--- src/rtl/mcoi_stepper_bank.sv ---
// Multi-channel stepper pulse generator: per-channel move FSM, input synchronisers, sticky pfail fault.
// Optional build macro MCOI_STEP_INTERLOCK_EN: end switch in travel direction stops the move safely.
package mcoi_stepper_pkg;
  typedef struct packed {
    logic clk;
    logic reset;
  } ckrs_t;
endpackage

module mcoi_stepper_bank
  import mcoi_stepper_pkg::*;
#(
  parameter int NUM_MOTORS = 16,
  parameter int CNT_W      = 32,
  parameter int DIV_W      = 16,
  parameter int DIR_SETUP  = 4
) (
  input  ckrs_t                                ClkRs_ix,
  input  logic [NUM_MOTORS-1:0]                cmd_valid_i,
  output logic [NUM_MOTORS-1:0]                cmd_ready_o,
  input  logic [NUM_MOTORS-1:0][CNT_W-1:0]     cmd_steps_i,
  input  logic [NUM_MOTORS-1:0]                cmd_dir_i,
  input  logic [NUM_MOTORS-1:0][DIV_W-1:0]     cmd_half_i,
  input  logic [NUM_MOTORS-1:0]                enable_i,
  input  logic [NUM_MOTORS-1:0]                abort_i,
  input  logic [NUM_MOTORS-1:0]                fault_clr_i,
  output logic [NUM_MOTORS-1:0]                busy_o,
  output logic [NUM_MOTORS-1:0]                done_o,
  output logic [NUM_MOTORS-1:0]                fault_o,
  output logic [NUM_MOTORS-1:0][CNT_W-1:0]     steps_left_o,
  output logic [NUM_MOTORS-1:0]                pl_clk,
  output logic [NUM_MOTORS-1:0]                pl_dir,
  output logic [NUM_MOTORS-1:0]                pl_en,
  output logic [NUM_MOTORS-1:0]                pl_boost,
  input  logic [NUM_MOTORS-1:0]                pl_pfail,
  input  logic [NUM_MOTORS-1:0]                pl_sw_outa,
  input  logic [NUM_MOTORS-1:0]                pl_sw_outb,
  output logic [NUM_MOTORS-1:0]                sw_a_o,
  output logic [NUM_MOTORS-1:0]                sw_b_o
);

  typedef enum logic [1:0] {S_IDLE, S_SETUP, S_HIGH, S_LOW} state_t;

  logic clk, rst;
  assign clk = ClkRs_ix.clk;
  assign rst = ClkRs_ix.reset;

  logic [NUM_MOTORS-1:0] pf_s1_q, pf_s2_q, pf_prev_q;
  logic [NUM_MOTORS-1:0] swa_s1_q, swa_s2_q, swb_s1_q, swb_s2_q;
  logic [NUM_MOTORS-1:0] en_q, pf_rise;
  logic                  alive_q;

  // alive_q keeps cmd_ready_o low while reset is asserted
  always_ff @(posedge clk or posedge rst) begin
    if (rst) begin
      pf_s1_q   <= '0;
      pf_s2_q   <= '0;
      pf_prev_q <= '0;
      swa_s1_q  <= '0;
      swa_s2_q  <= '0;
      swb_s1_q  <= '0;
      swb_s2_q  <= '0;
      en_q      <= '0;
      alive_q   <= 1'b0;
    end else begin
      pf_s1_q   <= pl_pfail;
      pf_s2_q   <= pf_s1_q;
      pf_prev_q <= pf_s2_q;
      swa_s1_q  <= pl_sw_outa;
      swa_s2_q  <= swa_s1_q;
      swb_s1_q  <= pl_sw_outb;
      swb_s2_q  <= swb_s1_q;
      en_q      <= enable_i;
      alive_q   <= 1'b1;
    end
  end

  assign pf_rise = pf_s2_q & ~pf_prev_q;
  assign pl_en   = en_q;
  assign sw_a_o  = swa_s2_q;
  assign sw_b_o  = swb_s2_q;

  for (genvar m = 0; m < NUM_MOTORS; m++) begin : g_ch
    state_t             state_q;
    logic [DIV_W-1:0]   cnt_q, half_q;
    logic [CNT_W-1:0]   steps_q;
    logic               dir_q, clk_q, boost_q, busy_q, done_q, fault_q, pend_q;
    logic               stop, sw_hit, accept;

    always_comb begin
      sw_hit = 1'b0;
`ifdef MCOI_STEP_INTERLOCK_EN
      sw_hit = dir_q ? swa_s2_q[m] : swb_s2_q[m];
`endif
      stop   = abort_i[m] | pf_rise[m];
      accept = cmd_valid_i[m] & cmd_ready_o[m];
    end

    always_ff @(posedge clk or posedge rst) begin
      if (rst) begin
        state_q <= S_IDLE;
        cnt_q   <= '0;
        half_q  <= '0;
        steps_q <= '0;
        dir_q   <= 1'b0;
        clk_q   <= 1'b0;
        boost_q <= 1'b0;
        busy_q  <= 1'b0;
        done_q  <= 1'b0;
        fault_q <= 1'b0;
        pend_q  <= 1'b0;
      end else begin
        done_q <= 1'b0;
        if (pf_s2_q[m])          fault_q <= 1'b1;
        else if (fault_clr_i[m]) fault_q <= 1'b0;
        case (state_q)
          S_IDLE: begin
            pend_q <= 1'b0;
            if (accept) begin
              dir_q   <= cmd_dir_i[m];
              steps_q <= cmd_steps_i[m];
              half_q  <= (cmd_half_i[m] == '0) ? DIV_W'(1) : cmd_half_i[m];
              cnt_q   <= DIV_W'(1);
              if (cmd_steps_i[m] == '0) begin
                done_q <= 1'b1;
              end else begin
                state_q <= S_SETUP;
                busy_q  <= 1'b1;
                boost_q <= 1'b1;
              end
            end
          end
          S_SETUP: begin
            // The interlock switch is only evaluated once the direction setup time has elapsed
            if (stop || (cnt_q == DIV_W'(DIR_SETUP) && sw_hit)) begin
              state_q <= S_IDLE;
              busy_q  <= 1'b0;
              boost_q <= 1'b0;
              done_q  <= 1'b1;
            end else if (cnt_q == DIV_W'(DIR_SETUP)) begin
              state_q <= S_HIGH;
              clk_q   <= 1'b1;
              cnt_q   <= DIV_W'(1);
            end else begin
              cnt_q <= cnt_q + DIV_W'(1);
            end
          end
          S_HIGH: begin
            if (cnt_q == half_q) begin
              clk_q <= 1'b0;
              cnt_q <= DIV_W'(1);
              if (steps_q != '0) steps_q <= steps_q - CNT_W'(1);
              if (pend_q || stop || sw_hit) begin
                state_q <= S_IDLE;
                busy_q  <= 1'b0;
                boost_q <= 1'b0;
                done_q  <= 1'b1;
              end else begin
                state_q <= S_LOW;
              end
            end else begin
              cnt_q <= cnt_q + DIV_W'(1);
              if (stop || sw_hit) pend_q <= 1'b1;
            end
          end
          S_LOW: begin
            if (stop || sw_hit || (cnt_q == half_q && steps_q == '0)) begin
              state_q <= S_IDLE;
              busy_q  <= 1'b0;
              boost_q <= 1'b0;
              done_q  <= 1'b1;
            end else if (cnt_q == half_q) begin
              state_q <= S_HIGH;
              clk_q   <= 1'b1;
              cnt_q   <= DIV_W'(1);
            end else begin
              cnt_q <= cnt_q + DIV_W'(1);
            end
          end
          default: state_q <= S_IDLE;
        endcase
      end
    end

    assign cmd_ready_o[m]  = alive_q & (state_q == S_IDLE) & ~fault_q;
    assign busy_o[m]       = busy_q;
    assign done_o[m]       = done_q;
    assign fault_o[m]      = fault_q;
    assign steps_left_o[m] = steps_q;
    assign pl_clk[m]       = clk_q;
    assign pl_dir[m]       = dir_q;
    assign pl_boost[m]     = boost_q;
  end

endmodule
--- config.mk ---
export PLATFORM = sky130hd
export DESIGN_NAME = mcoi_stepper_bank
export DESIGN_NICKNAME = d
export VERILOG_FILES = /design/src/rtl/mcoi_stepper_bank.sv
export SDC_FILE = /design/constraint.sdc
export NUM_CORES = 2
export LEC_CHECK = 0
export CAP_MARGIN = 20
export CORE_AREA = 2 2 610 612
export CTS_CLUSTER_SIZE = 12
export DETAILED_ROUTE_END_ITERATION = 16
export DIE_AREA = 0 0 612 614
export GPL_TIMING_DRIVEN = 0
export PLACE_DENSITY = 0.4
export SYNTH_ARGS = -nofsm -noshare
export SYNTH_HDL_FRONTEND = slang
export SYNTH_SLANG_ARGS = --single-unit
--- constraint.sdc ---
create_clock -name ClkRs_ix -period 3.25 [get_ports ClkRs_ix]
set_input_delay 0.65 -clock ClkRs_ix [delete_from_list [all_inputs] [get_ports ClkRs_ix]]
set_output_delay 0.65 -clock ClkRs_ix [all_outputs]
set_load 0.05 [all_outputs]
==> summary.md <==
| Metric | Value |
|---|---|
| Outcome | finished clean |
| Crit path capture type | primary output |
| Endpoints failing setup | 0 |
| Ys flop type | dfrtp_1 |
| Final min period | 3160 ps |
| Area of the multi-input gates | roughly 37000 um^2 |
| Initial core utilization | 19.3% |
| Setup Crit Path Kind | reg2out |
| RSZ-0062 raised after global routing | true |
| Mux cell area share after synthesis | 3.27% |
| Power Dens Cells | roughly 1200 nW/um^2 |
| Async SR Flop Fraction | 100% |
| Synth Instances | 8204 |
| Chip height | 614 um |
| DRC | 0 |
| Cell area after synthesis | 71500 um^2 |
| Fin cells | 16959 |
| Post-synth cell types | 95 |
| Synth area leaders | dfrtp_1 45%, o21ai_0 4.6%, nand2_1 4.4%, a21oi_1 4.1%, nor2_1 3.9% |
| GRT overflow | 0 |
| Cell accounting for the most synthesized area | dfrtp_1 |
| Hold Slack | between 200 and 250 ps |
| WP data required | 2600 ps |
| Cells after DPL | roughly 15000 |
| Normalized max-slew margin | 23.1% |
| Count of flip-flops with a built-in enable after synthesis | 0 |
| Die width | 612 um |
| CP arrival | 2510 ps |
| Avg Vias per Cell | 4.86 |
| NumNets Final | 12548 |
| CTS tree | built |
| Largest net degree at the start of global routing | 18 |
| First-iteration detailed-routing DRC count | 6072 |
| Latest clock arrival within the worst-skew pair | 880 ps |
| Syn Area/Cell | just under 9 um^2 |
| Synth Area in Compound Gates | 20.6% |
| Worst vdd ir | 0.600 mV |
| Share of the synthesized area in the top cell type | between 40% and 50% |
| DR WL/cell | 23.8 um |
| Filler cells | 38795 |
| Maximum capacitance violations | 0 |
| Post-synthesis xor/xnor area fraction | under 10% |
| Total GRT Usage | 20.6% |
| Sequential-to-total area share from yosys stat | 44.8% |
| Wire length of the first global-routing pass | 573000 um |
| Final period utilization | a little over nine tenths |
| Pins Over Slew Limit | 0 |
| Seq cells post-synth | 1281 |
| Post-Synth Adder-Cell Area | approximately 1.3% |
| Hold Path Class | in2reg |
| Core Rows | 224 |
| DRT Wirelength | 403000 um |
| Core area | about 370000 um^2 |
| 1st-pass router iterations | 6 |
| Vias in the first global route | ~90000 |
| Hpwl dp | 299000 um |
| Clock transition at path regs | around 60 ps |
| DR vias | 82497 |
| Initial antenna violation count | ~100 |
| Net Count, Synth | 9175 |
| Layout cells sized above 1 | 22.6% |
| Slew @ Worst Pin | 1140 ps |
| Simple-Gate Fraction of Synth Area | 22.2% |
| Die Footprint | between 300000 and 400000 um^2 |
| Leakage Power | 44.1 nW |
| Register area | 32100 um^2 |
| Final GP Congestion | 0.918 |
| Yosys synthesis warning count | 0 |
| Area Growth Syn to Fin | 68.2% |
| Final ANT Viol Nets | 0 |
| Buffers on Ports | approximately 1600 |
| Num ports | approximately 1600 |
| Crit path max fanout | 9 |
| Layout Skew | 47.3 ps |
| Final Hold Violating Endpoints | 0 |
| Main combinational cell family by area after synthesis | simple AND/OR/NAND/NOR gates |
| F_max | between 300 and 400 MHz |
| CP Launch Type | flop |
[per-layer routing]
| layer | track usage, % | vias to the layer above | part of all wire, % |
|---|---|---|---|
| li1 | - | 37278 | - |
| met1 | 21.3 | 40345 | 37 |
| met2 | 32.7 | 3698 | 48 |
| met3 | 8.67 | 1120 | 8.7 |
| met4 | 16.6 | 56 | 6.2 |
| met5 | 0 | - | 0.090 |
[logic make-up (layout without fill, tap and decap cells)]
logic type               Yosys count  in the layout
adder cells (fa/ha/maj)           73             73
other                              1             63
XOR/XNOR                         268            268
buffers and inverters            766           4487
flip-flops                      1281           1281
multiplexers                     211            211
AO/OA/AOI/OAI                   2404           2404
AND/OR/NAND/NOR                 3200           3200
[worst max-delay path, cell delays in order (launching register included)]
cell	delay, ps
dfrtp_2	550
or2_1	270
clkbuf_1	320
nor3b_4	320
buf_6	210
[final cells by class]
class | instances | share of cell area (%)
multi-input combinational | 6157 | 30.7
clock buffer | 574 | 10.7
buffer | 530 | 2.18
inverter | 218 | 0.680
timing repair buffer | 1629 | 13.5
tap | 4972 | 5.17
antenna | 62 | 0.129
sequential | 1281 | 26.7
clock inverter | 1536 | 10.2
[through the flow]
stage	cell area (um^2)	power (W)	TNS, ps	setup slack, ps	util [%]
global placement	93400	0.0796	-	-16080	25.2
detailed placement	93600	0.0799	-	-16080	25.3
global route	120000	0.157	-490	-68.6	32.5
finish	120000	0.147	0	86.1	32.5
CTS	120000	0.150	-745	-241	32.3
floorplan	71500	0.0572	-	-16080	-
[sequential cells by signal, summed over array words and instances, names as in the netlist]
| signal | count |
|---|---|
| pl_en | 16 |
| pf_s1_q | 16 |
| g_ch.state_q | 32 |
| g_ch.done_q | 16 |
| alive_q | 1 |
| g_ch.fault_q | 16 |
| sw_a_o | 16 |
| swa_s1_q | 16 |
| g_ch.busy_q | 16 |
| sw_b_o | 16 |
| g_ch.clk_q | 16 |
| g_ch.dir_q | 16 |
| pf_s2_q | 16 |
| pf_prev_q | 16 |
| g_ch.steps_q | 512 |
| g_ch.half_q | 256 |
| g_ch.cnt_q | 256 |
| g_ch.pend_q | 16 |
| swb_s1_q | 16 |
[repair_timing]
| action | CTS | global route |
|---|---|---|
| buffers inserted | 24 | 25 |
| hold buffers | 0 | 0 |
| gates resized for setup | 284 | 173 |
| pin swaps | 11 | 16 |
| cloned | 0 | 2 |
| setup endpoints to repair | 822 | 633 |
[worst paths after layout]
kind                       slack, ps  depth (start not counted)                      startpoint                         endpoint
setup / recovery                  90                          4  g_ch[3].state_q[1]$_DFFE_PP0P_                   cmd_ready_o[3]
hold / removal                   210                          1                    pl_pfail[14]            pf_s1_q[14]$_DFF_PP0_
setup reg to reg                 100                         10  g_ch[6].steps_q[8]$_DFFE_PP0P_    g_ch[6].cnt_q[12]$_DFFE_PP0P_
hold reg to reg                  350                          0            pf_s1_q[2]$_DFF_PP0_             pf_s2_q[2]$_DFF_PP0_
max in group asynchronous       1760                          5                     ClkRs_ix[0]  g_ch[9].steps_q[30]$_DFFE_PP0P_
min in group asynchronous       1320                          5                     ClkRs_ix[0]            pf_s1_q[12]$_DFF_PP0_
[report_power, final]
part           internal, W  switching, W
sequential          0.0185       0.00792
combinational       0.0169        0.0328
clock               0.0359        0.0350
total               0.0712        0.0758
[cell usage after synthesis, types with 20 or more instances]
master and n:
a41oi_1 26, buf_4 96, nor2_1 750, or3_1 99, a22o_1 34, nor3_1 297
a2bb2oi_1 51, a221o_1 20, nand3b_1 25, clkbuf_1 416, o32ai_1 25, ha_1 73
nor2b_1 40, xnor2_1 22, nand4_1 125, o21ai_1 226, nand3_1 213, a21oi_1 584
and3_1 81, o2bb2ai_1 43, o41ai_1 38, o21a_1 42, dfrtp_1 1281, o21ai_0 654
mux2_2 174, and2_1 44, nor4_1 364, or4_1 76, nand2b_1 79, or2_2 33
nand2_1 843, inv_1 215, nor4b_1 46, o211ai_1 24, xor2_1 246, mux2i_1 33
o22a_1 42, a22oi_1 124, o31ai_1 96, o22ai_1 80, a21o_1 72, a31oi_1 88
[layout by cell type (no fill, tap or decap), types with 96 or more instances in the layout]
master	instances
nand3_1	210
a21oi_1	582
clkdlybuf4s50_1	1542
nor4_1	336
nand4_1	125
nor2_1	745
clkinvlp_4	1421
buf_4	156
inv_1	214
or3_1	96
clkbuf_16	486
nor3_1	292
o21ai_0	653
o21ai_1	223
nand2_1	841
clkbuf_1	352
dfrtp_1	1274
xor2_1	246
mux2_2	174
a22oi_1	120
No activity file was read; power rests on OpenSTA's default activity.
